<file path="config.mk">
export PLATFORM = sky130hd
export DESIGN_NAME = mul_div_unit
export DESIGN_NICKNAME = d
export VERILOG_FILES = /design/src/rtl/mul_div_unit.sv
export SDC_FILE = /design/constraint.sdc
export NUM_CORES = 1
export LEC_CHECK = 0
export CAP_MARGIN = 20
export CELL_PAD_IN_SITES_DETAIL_PLACEMENT = 1
export CELL_PAD_IN_SITES_GLOBAL_PLACEMENT = 1
export CORE_MARGIN = 3
export CORE_UTILIZATION = 44
export CTS_CLUSTER_DIAMETER = 50
export CTS_CLUSTER_SIZE = 40
export DETAILED_ROUTE_END_ITERATION = 10
export PLACE_DENSITY = 0.91
export SLEW_MARGIN = 20
export SYNTH_ARGS = -nofsm -noshare
export SYNTH_HDL_FRONTEND = slang
export SYNTH_SLANG_ARGS = --single-unit
export TNS_END_PERCENT = 50
</file>
<file path="constraint.sdc">
create_clock -name clk -period 4 [get_ports clk]
set_clock_uncertainty 0.1 [all_clocks]
set_input_delay 0.8 -clock clk [delete_from_list [all_inputs] [get_ports clk]]
set_output_delay 0.8 -clock clk [all_outputs]
set_load 0.01 [all_outputs]
</file>
<file path="src/rtl/mul_div_unit.sv">
// mul_div_unit: iterative radix-2 multiply/divide unit with architectural
// HI/LO registers (MULT, MULTU, DIV, DIVU, MTHI, MTLO).
//
// Ports:
//   clk       in   clock, rising edge
//   rstn      in   asynchronous active-low reset
//   start     in   operation request, accepted only while idle
//   op        in   00 MULT, 01 MULTU, 10 DIV, 11 DIVU (sampled with start)
//   op_a      in   rs operand: multiplicand / dividend (sampled with start)
//   op_b      in   rt operand: multiplier / divisor (sampled with start)
//   hi_we     in   MTHI strobe (idle only)
//   lo_we     in   MTLO strobe (idle only)
//   wdata     in   MTHI/MTLO data
//   busy      out  operation in flight (registered)
//   done      out  one-cycle pulse when an operation updates HI/LO
//   div_zero  out  sticky: last completed divide had a zero divisor
//   hi, lo    out  HI/LO registers
//
// Fixed latency: start edge N, PREP at N+1, 32 CALC edges N+2..N+33,
// FIX at N+34 writes HI/LO and pulses done.
module mul_div_unit #(
  parameter int DATA_W = 32
) (
  input  logic              clk,
  input  logic              rstn,
  input  logic              start,
  input  logic [1:0]        op,
  input  logic [DATA_W-1:0] op_a,
  input  logic [DATA_W-1:0] op_b,
  input  logic              hi_we,
  input  logic              lo_we,
  input  logic [DATA_W-1:0] wdata,
  output logic              busy,
  output logic              done,
  output logic              div_zero,
  output logic [DATA_W-1:0] hi,
  output logic [DATA_W-1:0] lo
);

  localparam int W     = DATA_W;
  localparam int CNT_W = $clog2(DATA_W + 1);

  typedef enum logic [1:0] {IDLE, PREP, CALC, FIX} state_t;

  state_t           state_q;
  logic [1:0]       op_q;
  logic [W-1:0]     a_q;
  logic [W-1:0]     b_q;
  logic [W-1:0]     magb_q;     // multiplicand / divisor magnitude
  logic [2*W-1:0]   acc_q;      // {partial product | remainder, multiplier | quotient}
  logic             qneg_q;     // product / quotient sign
  logic             rneg_q;     // remainder sign
  logic [CNT_W-1:0] cnt_q;
  logic [W-1:0]     hi_q;
  logic [W-1:0]     lo_q;
  logic             busy_q;
  logic             done_q;
  logic             dz_q;

  logic             a_neg, b_neg;
  logic [W:0]       mul_sum;
  logic [W:0]       div_shift;
  logic             div_ge;
  logic [W-1:0]     div_sub;
  logic [2*W-1:0]   acc_d;
  logic [2*W-1:0]   prod_fix;
  logic [W-1:0]     hi_d, lo_d;

  // Conditional two's-complement negate. Negating 0x80000000 yields
  // 0x80000000, which is the correct magnitude when read as unsigned.
  function automatic logic [W-1:0] cneg_w(input logic [W-1:0] x, input logic neg);
    logic signed [W-1:0] xs;
    xs = x;
    return neg ? W'(-xs) : x;
  endfunction

  function automatic logic [2*W-1:0] cneg_2w(input logic [2*W-1:0] x, input logic neg);
    logic signed [2*W-1:0] xs;
    xs = x;
    return neg ? (2*W)'(-xs) : x;
  endfunction

  always_comb begin
    // Only the signed ops (op[0]==0) take magnitudes.
    a_neg = ~op_q[0] & a_q[W-1];
    b_neg = ~op_q[0] & b_q[W-1];

    // Multiply step: conditional add into the upper half, then shift right.
    // The carry out of the add becomes the new top bit.
    mul_sum = {1'b0, acc_q[2*W-1:W]} + (acc_q[0] ? {1'b0, magb_q} : {(W+1){1'b0}});

    // Restoring divide step: shift next dividend bit into the remainder
    // (33 bits wide), subtract if it fits. The true difference is below
    // the divisor, so the W-bit wrapped subtraction is exact.
    div_shift = {acc_q[2*W-1:W], acc_q[W-1]};
    div_ge    = (div_shift >= {1'b0, magb_q});
    div_sub   = div_shift[W-1:0] - magb_q;

    if (op_q[1])
      acc_d = {(div_ge ? div_sub : div_shift[W-1:0]), acc_q[W-2:0], div_ge};
    else
      acc_d = {mul_sum, acc_q[W-1:1]};

    // Sign correction applied at FIX.
    prod_fix = cneg_2w(acc_q, qneg_q);
    if (op_q[1]) begin
      if (b_q == '0) begin
        hi_d = a_q;
        lo_d = '1;
      end else begin
        hi_d = cneg_w(acc_q[2*W-1:W], rneg_q);
        lo_d = cneg_w(acc_q[W-1:0], qneg_q);
      end
    end else begin
      hi_d = prod_fix[2*W-1:W];
      lo_d = prod_fix[W-1:0];
    end
  end

  always_ff @(posedge clk or negedge rstn) begin
    if (!rstn) begin
      state_q <= IDLE;
      op_q    <= '0;
      a_q     <= '0;
      b_q     <= '0;
      magb_q  <= '0;
      acc_q   <= '0;
      qneg_q  <= 1'b0;
      rneg_q  <= 1'b0;
      cnt_q   <= '0;
      hi_q    <= '0;
      lo_q    <= '0;
      busy_q  <= 1'b0;
      done_q  <= 1'b0;
      dz_q    <= 1'b0;
    end else begin
      done_q <= 1'b0;
      case (state_q)
        // Idle: MTHI/MTLO writes, operand capture on start.
        IDLE: begin
          if (hi_we) hi_q <= wdata;
          if (lo_we) lo_q <= wdata;
          if (start) begin
            op_q    <= op;
            a_q     <= op_a;
            b_q     <= op_b;
            busy_q  <= 1'b1;
            state_q <= PREP;
          end
        end
        // Prep: magnitudes, result signs, iteration count.
        PREP: begin
          acc_q   <= {{W{1'b0}}, cneg_w(a_q, a_neg)};
          magb_q  <= cneg_w(b_q, b_neg);
          qneg_q  <= a_neg ^ b_neg;
          rneg_q  <= a_neg;
          cnt_q   <= CNT_W'(W);
          state_q <= CALC;
        end
        // Calc: one bit per cycle.
        CALC: begin
          acc_q <= acc_d;
          cnt_q <= cnt_q - CNT_W'(1);
          if (cnt_q == CNT_W'(1)) state_q <= FIX;
        end
        // Fix: sign correction, HI/LO write-back, done pulse.
        FIX: begin
          hi_q    <= hi_d;
          lo_q    <= lo_d;
          if (op_q[1]) dz_q <= (b_q == '0);
          done_q  <= 1'b1;
          busy_q  <= 1'b0;
          state_q <= IDLE;
        end
        default: state_q <= IDLE;
      endcase
    end
  end

  assign busy     = busy_q;
  assign done     = done_q;
  assign div_zero = dz_q;
  assign hi       = hi_q;
  assign lo       = lo_q;

endmodule

</file>
### Word level (Yosys, flattened, before mapping)

Index checks and enable logic that the tools add are counted.

| storage, ports and cells | value |
|---|---|
| register bits | 239 |
| bits of input ports | 103 |
| output and inout port bits | 67 |

| cells by class | value |
|---|---|
| add/subtract/negate cells | 8 |
| $lt $le $gt $ge | 1 |
| equality and inequality tests | 8 |
| muxes and demuxes | 24 |
| bitwise operators | 4 |
| reduce and logical (&&, ||, !) cells | 10 |

Operators with widths:

| kind | count |
|---|---|
| $mux 32 | 12 |
| $mux 64 | 2 |
| $neg 32->32 | 4 |
| $pmux 32 s2 | 2 |
| $pmux 64 s2 | 1 |
| $neg 64->64 | 1 |
| $add 32x32->33 | 1 |
| $ge 33x32->1 | 1 |
| $logic_not 32->1 | 1 |
| $sub 32x32->32 | 1 |
| $pmux 6 s2 | 1 |
| $reduce_and 2->1 | 6 |
| $ne 2x2->1 const B | 4 |
| $pmux 2 s4 | 1 |
| $eq 6x1->1 const B | 1 |
| $sub 6x1->6 const B | 1 |
| $eq 2x2->1 const B | 2 |
| $mux 2 | 2 |
| $reduce_bool 2->1 | 2 |
| $and 1x1->1 | 2 |
| $eq 2x1->1 const B | 1 |
| $logic_not 2->1 | 1 |
| $mux 1 | 2 |
| $pmux 1 s2 | 1 |
| other kinds (2) | 2 |

### Longest topological paths before layout

| logic depth | value |
|---|---|
| depth after elaboration | 5 |
| gate-level depth with buffers | 14 |
| mapped depth without buffers | 13 |

### Worst setup path after synthesis

Ideal clock, no wire load.

| timing | value |
|---|---|
| path kind | register to register |
| from | register acc_q[0] |
| to | register acc_q[63] |
| setup time | 0.122 ns |
| arrival time | 3.360 ns |
| required time | 3.778 ns |
| path slack | 0.418 ns |
| cell stages (with the launch flop) | 13 |
| path buffers | 1 |
| period minus slack after synthesis | 3.582 ns |
| cells stage by stage | dfrtp_1 inv_1 clkbuf_1 nor2_1 ha_1 a21o_1 a2111oi_0 o21ai_1 a21oi_1 o21ai_1 a211o_1 a2111o_1 a32o_1 |

| on the way | value |
|---|---|
| longest elaborated chain between the ends | 4 |

Ends and longest elaborated chain:

| what | line | text |
|---|---|---|
| start, declared | 50 | `logic [2*W-1:0] acc_q;` |
| start signal, assigned | 153 | `acc_q <= {{W{1'b0}}, cneg_w(a_q, a_neg)};` |
| $mux 32 | 90 | `mul_sum = {1'b0, acc_q[2*W-1:W]} + (acc_q[0] ? {1'b0, magb_q} : {(W+1){1'b0}});` |
| $add 32x32->33 | 90 |  |
| $mux 64 | 99 | `if (op_q[1])` |
| $pmux 64 s2 | 138 | `case (state_q)` |

No other way between the ends.
A chain may end at the register's enable or synchronous reset.

### Final worst setup path

Ends and elaborated chain as after synthesis.

==> impl_metrics.yaml <==
status:
  status: "finished clean"
route:
  viasPerCell: 6.31
  drtPass1Iterations: 5
  routed_wl_mm: 73.0
  ant_nets: 0
  drt-wirelength-per-cell_um: 25.1
  drc: 0
  drt-initial-drc-count: 1603
  vias: 18400
worst_hold_path:
  hold_path.class: "input pin to async pin"
worst_setup_path:
  critPathLaunch: "acc_q[0]"
  endpoint_kind: "flop"
  slowest_stage: "dfrtp_1"
  cpPeakStageDelay_ns: 0.43
  cp_data_required_time_ns: 4.33
  crit-reg2reg-launch: "acc_q[0]"
  critPathBufInv: 5
  crit_top_cell: "buf_4"
  cp_top_family: "compound AO/OA/AOI/OAI gates"
  arrival_ns: 4.16
  path_class: "flop to flop"
  path_cells: "clkinvlp_4, buf_4, nor2_1, ha_1, o211ai_1, a21oi_1, a2111oi_1, buf_4, o21ai_1, buf_4, a21oi_1, buf_4, o21ai_1, a211o_1, a2111o_1, a32o_1"
  cp-start-kind: "flop"
  crit_fanout: 8
placement:
  dpl.cell_count: 2845
  post-place-ws_ns: 0.0910
  gp_congestion: 0.958
  dp_hpwl_mm: 55.0
  portBuffers: 169
  post_dp_cell_area_um2: 20600
run:
  drv_cap: 0
clock_tree:
  cts_tree: "yes"
  cts_buffers: 34
  cts_root_buf: "clkbuf_16"
  clk_path_buf_depth: 3
  path_clk_slew_ns: 0.07
  clk_latency_ns: 0.56
  cts.sinks: 239
  cts_hold_buf: 0
  cts_max_level: 2
floorplan:
  core_um2: 40100
  row_count: 73
  die_x_um: 209
  start_util: 0.450
  ioPinCount: 170
  fp.dieH_um: 209
  dieArea_um2: 43500
synth:
  ys_warn_count: 0
  ys_top_cells_by_area: "dfrtp_1 (33%), a21oi_1 (5.4%), xnor2_1 (5.2%)"
  synth_seq_cells: 239
  syn_inst: 2206
  ys_async_sr_fraction: 1.00
  syn_area_um2: 18100
  avgSynthCellArea_um2: 8.19
  synth_edf_count: 0
  ys_seq_area_frac: 0.331
  syn-num-nets: 2385
  synth_top_cell_area_share: 0.331
  yosysTopAreaCell: "dfrtp_1"
  synth_cell_type_count: 85
  synthFlopType: "dfrtp_1"
sta:
  tightest_slew_ns: 0.969
  finalWorstSetupSlack_ns: 0.167
  maxSlewViolCount: 0
  finalHoldViolCount: 0
  fmax_ghz: 0.261
  period_needed_ns: 3.83
  fin_crit_sh: 0.958
  setup_viol: 0
  max_slew_margin: 0.354
  setup_tns_ns: 0
finish:
  area_delta_synth_final_pct: 20.5
  design_area_um2: 21800
  n_fill_cell: 4684
  diodes: 0
  instances_no_fill: 2908
  finalNetCount: 2537
  drive_above_1_share: 0.112
global_route:
  overflow: 0
  grt_pass1_vias: 18900
  grt_max_degree: 105
  antenna_found_initial: 0
  grt_pass1_wl_mm: 113
  track_usage: 0.327
pwr:
  p_leak_nw: 9.17
  vdd_drop_max_uv: 462
  power_per_cell_area_nw_per_um2: 1010
-- stage by stage --
| step | utilization | power (mW) | hold slack (ns) |
|---|---|---|---|
| floorplan | - | 13.5 | 0.395 |
| global route | 0.543 | 23.5 | 0.204 |
| global placement | 0.514 | 17.9 | 0.362 |
| CTS | 0.542 | 21.8 | 0.185 |
| finish | 0.543 | 22.0 | 0.133 |
| detailed placement | 0.514 | 18.5 | 0.381 |
-- where the power goes --
group          internal [mW]  switching, mW
Sequential              3.61           1.75
Combinational           5.45           8.15
Clock                   1.76           1.32
Total                   10.8           11.2
-- sequential cells by signal (all words and copies together), names as in the netlist --
name	count
busy	1
qneg_q	1
rneg_q	1
lo	32
b_q	32
div_zero	1
hi	32
cnt_q	6
a_q	32
acc_q	64
magb_q	32
op_q	2
done	1
state_q	2
-- repair_timing --
item                                    4_1_cts  5_1_grt
setup buffers                                 0        2
endpoints found under the setup margin        0        6
resized for setup                             0        3
-- Yosys cell counts, drive strengths merged (4+ instances only) --
| cell type | count |
|---|---|
| mux2 | 78 |
| a211o | 4 |
| o2bb2ai | 4 |
| o21a | 9 |
| nor2b | 24 |
| o221ai | 7 |
| o211ai | 74 |
| or2 | 6 |
| mux2i | 17 |
| a21boi | 7 |
| o31ai | 35 |
| dfrtp | 239 |
| nor2 | 215 |
| o22ai | 10 |
| nor3b | 12 |
| nand2 | 231 |
| a21o | 31 |
| o21bai | 12 |
| buf | 15 |
| inv | 91 |
| and2 | 9 |
| nor3 | 33 |
| nand2b | 23 |
| o22a | 12 |
| a31oi | 34 |
| a211oi | 22 |
| nor4 | 18 |
| xor2 | 69 |
| and3 | 12 |
| nand4 | 19 |
| a221o | 4 |
| o41ai | 9 |
| a21oi | 199 |
| a22o | 8 |
| nand3 | 42 |
| ha | 74 |
| o21ai | 186 |
| clkbuf | 123 |
| xnor2 | 107 |
| or4 | 15 |
| or3 | 22 |
-- cells in the final DEF, fill, tap and decap left out, drive strengths merged, types with 35 or more instances in the layout --
cell type,count
xnor2,107
mux2,78
dfrtp,239
nand3,42
o21ai,186
a21oi,199
inv,99
nor2,215
clkdlybuf4s50,168
clkbuf,37
o31ai,35
nand2,231
o211ai,74
buf,86
xor2,69
ha,74
-- routing by layer --
layer / GRT usage / share of wire
met5: 0 / 0
met1: 0.430 / 0.41
met3: 0.0640 / 0.078
met4: 0.139 / 0.046
met2: 0.529 / 0.46
-- layout make-up --
type / instances / area [um^2] / share of cell area
Multi-Input combinational cell: 1737 / 11200 / 0.516
Sequential cell: 239 / 5980 / 0.275
Timing Repair Buffer: 254 / 2410 / 0.111
Clock buffer: 37 / 903 / 0.0415
Tap cell: 525 / 657 / 0.0302
Inverter: 92 / 349 / 0.0160
Clock inverter: 24 / 234 / 0.0107
-- logic make-up after synthesis --
| logic type | synth area share |
|---|---|
| multiplexers | 0.0581 |
| XOR/XNOR | 0.0853 |
| buffers and inverters | 0.0485 |
| AND/OR/NAND/NOR | 0.181 |
| AO/OA/AOI/OAI | 0.243 |
| adder cells (fa/ha/maj) | 0.0535 |
| flip-flops | 0.331 |
-- worst register-to-register path: stages (launching register included) --
cell and delay, ns:
dfrtp_1 0.43, clkinvlp_4 0.21, buf_4 0.18, nor2_1 0.11, ha_1 0.26, o211ai_1 0.13
a21oi_1 0.09, a2111oi_1 0.33, buf_4 0.21, o21ai_1 0.12, buf_4 0.18, a21oi_1 0.19
buf_4 0.15, o21ai_1 0.08, a211o_1 0.29, a2111o_1 0.40, a32o_1 0.25
-- final timing paths --
check | to | slack, ns | cells past startpoint
max reg2reg | acc_q[63] | 0.17 | 16
min reg2reg | hi[2] | 0.40 | 2
min | cnt_q[1] | 0.13 | 1
max in group asynchronous | acc_q[45] | 2.70 | 2
min in group clk | hi[2] | 0.40 | 2
max | acc_q[63] | 0.17 | 16
(Power assumes the default switching activity.)
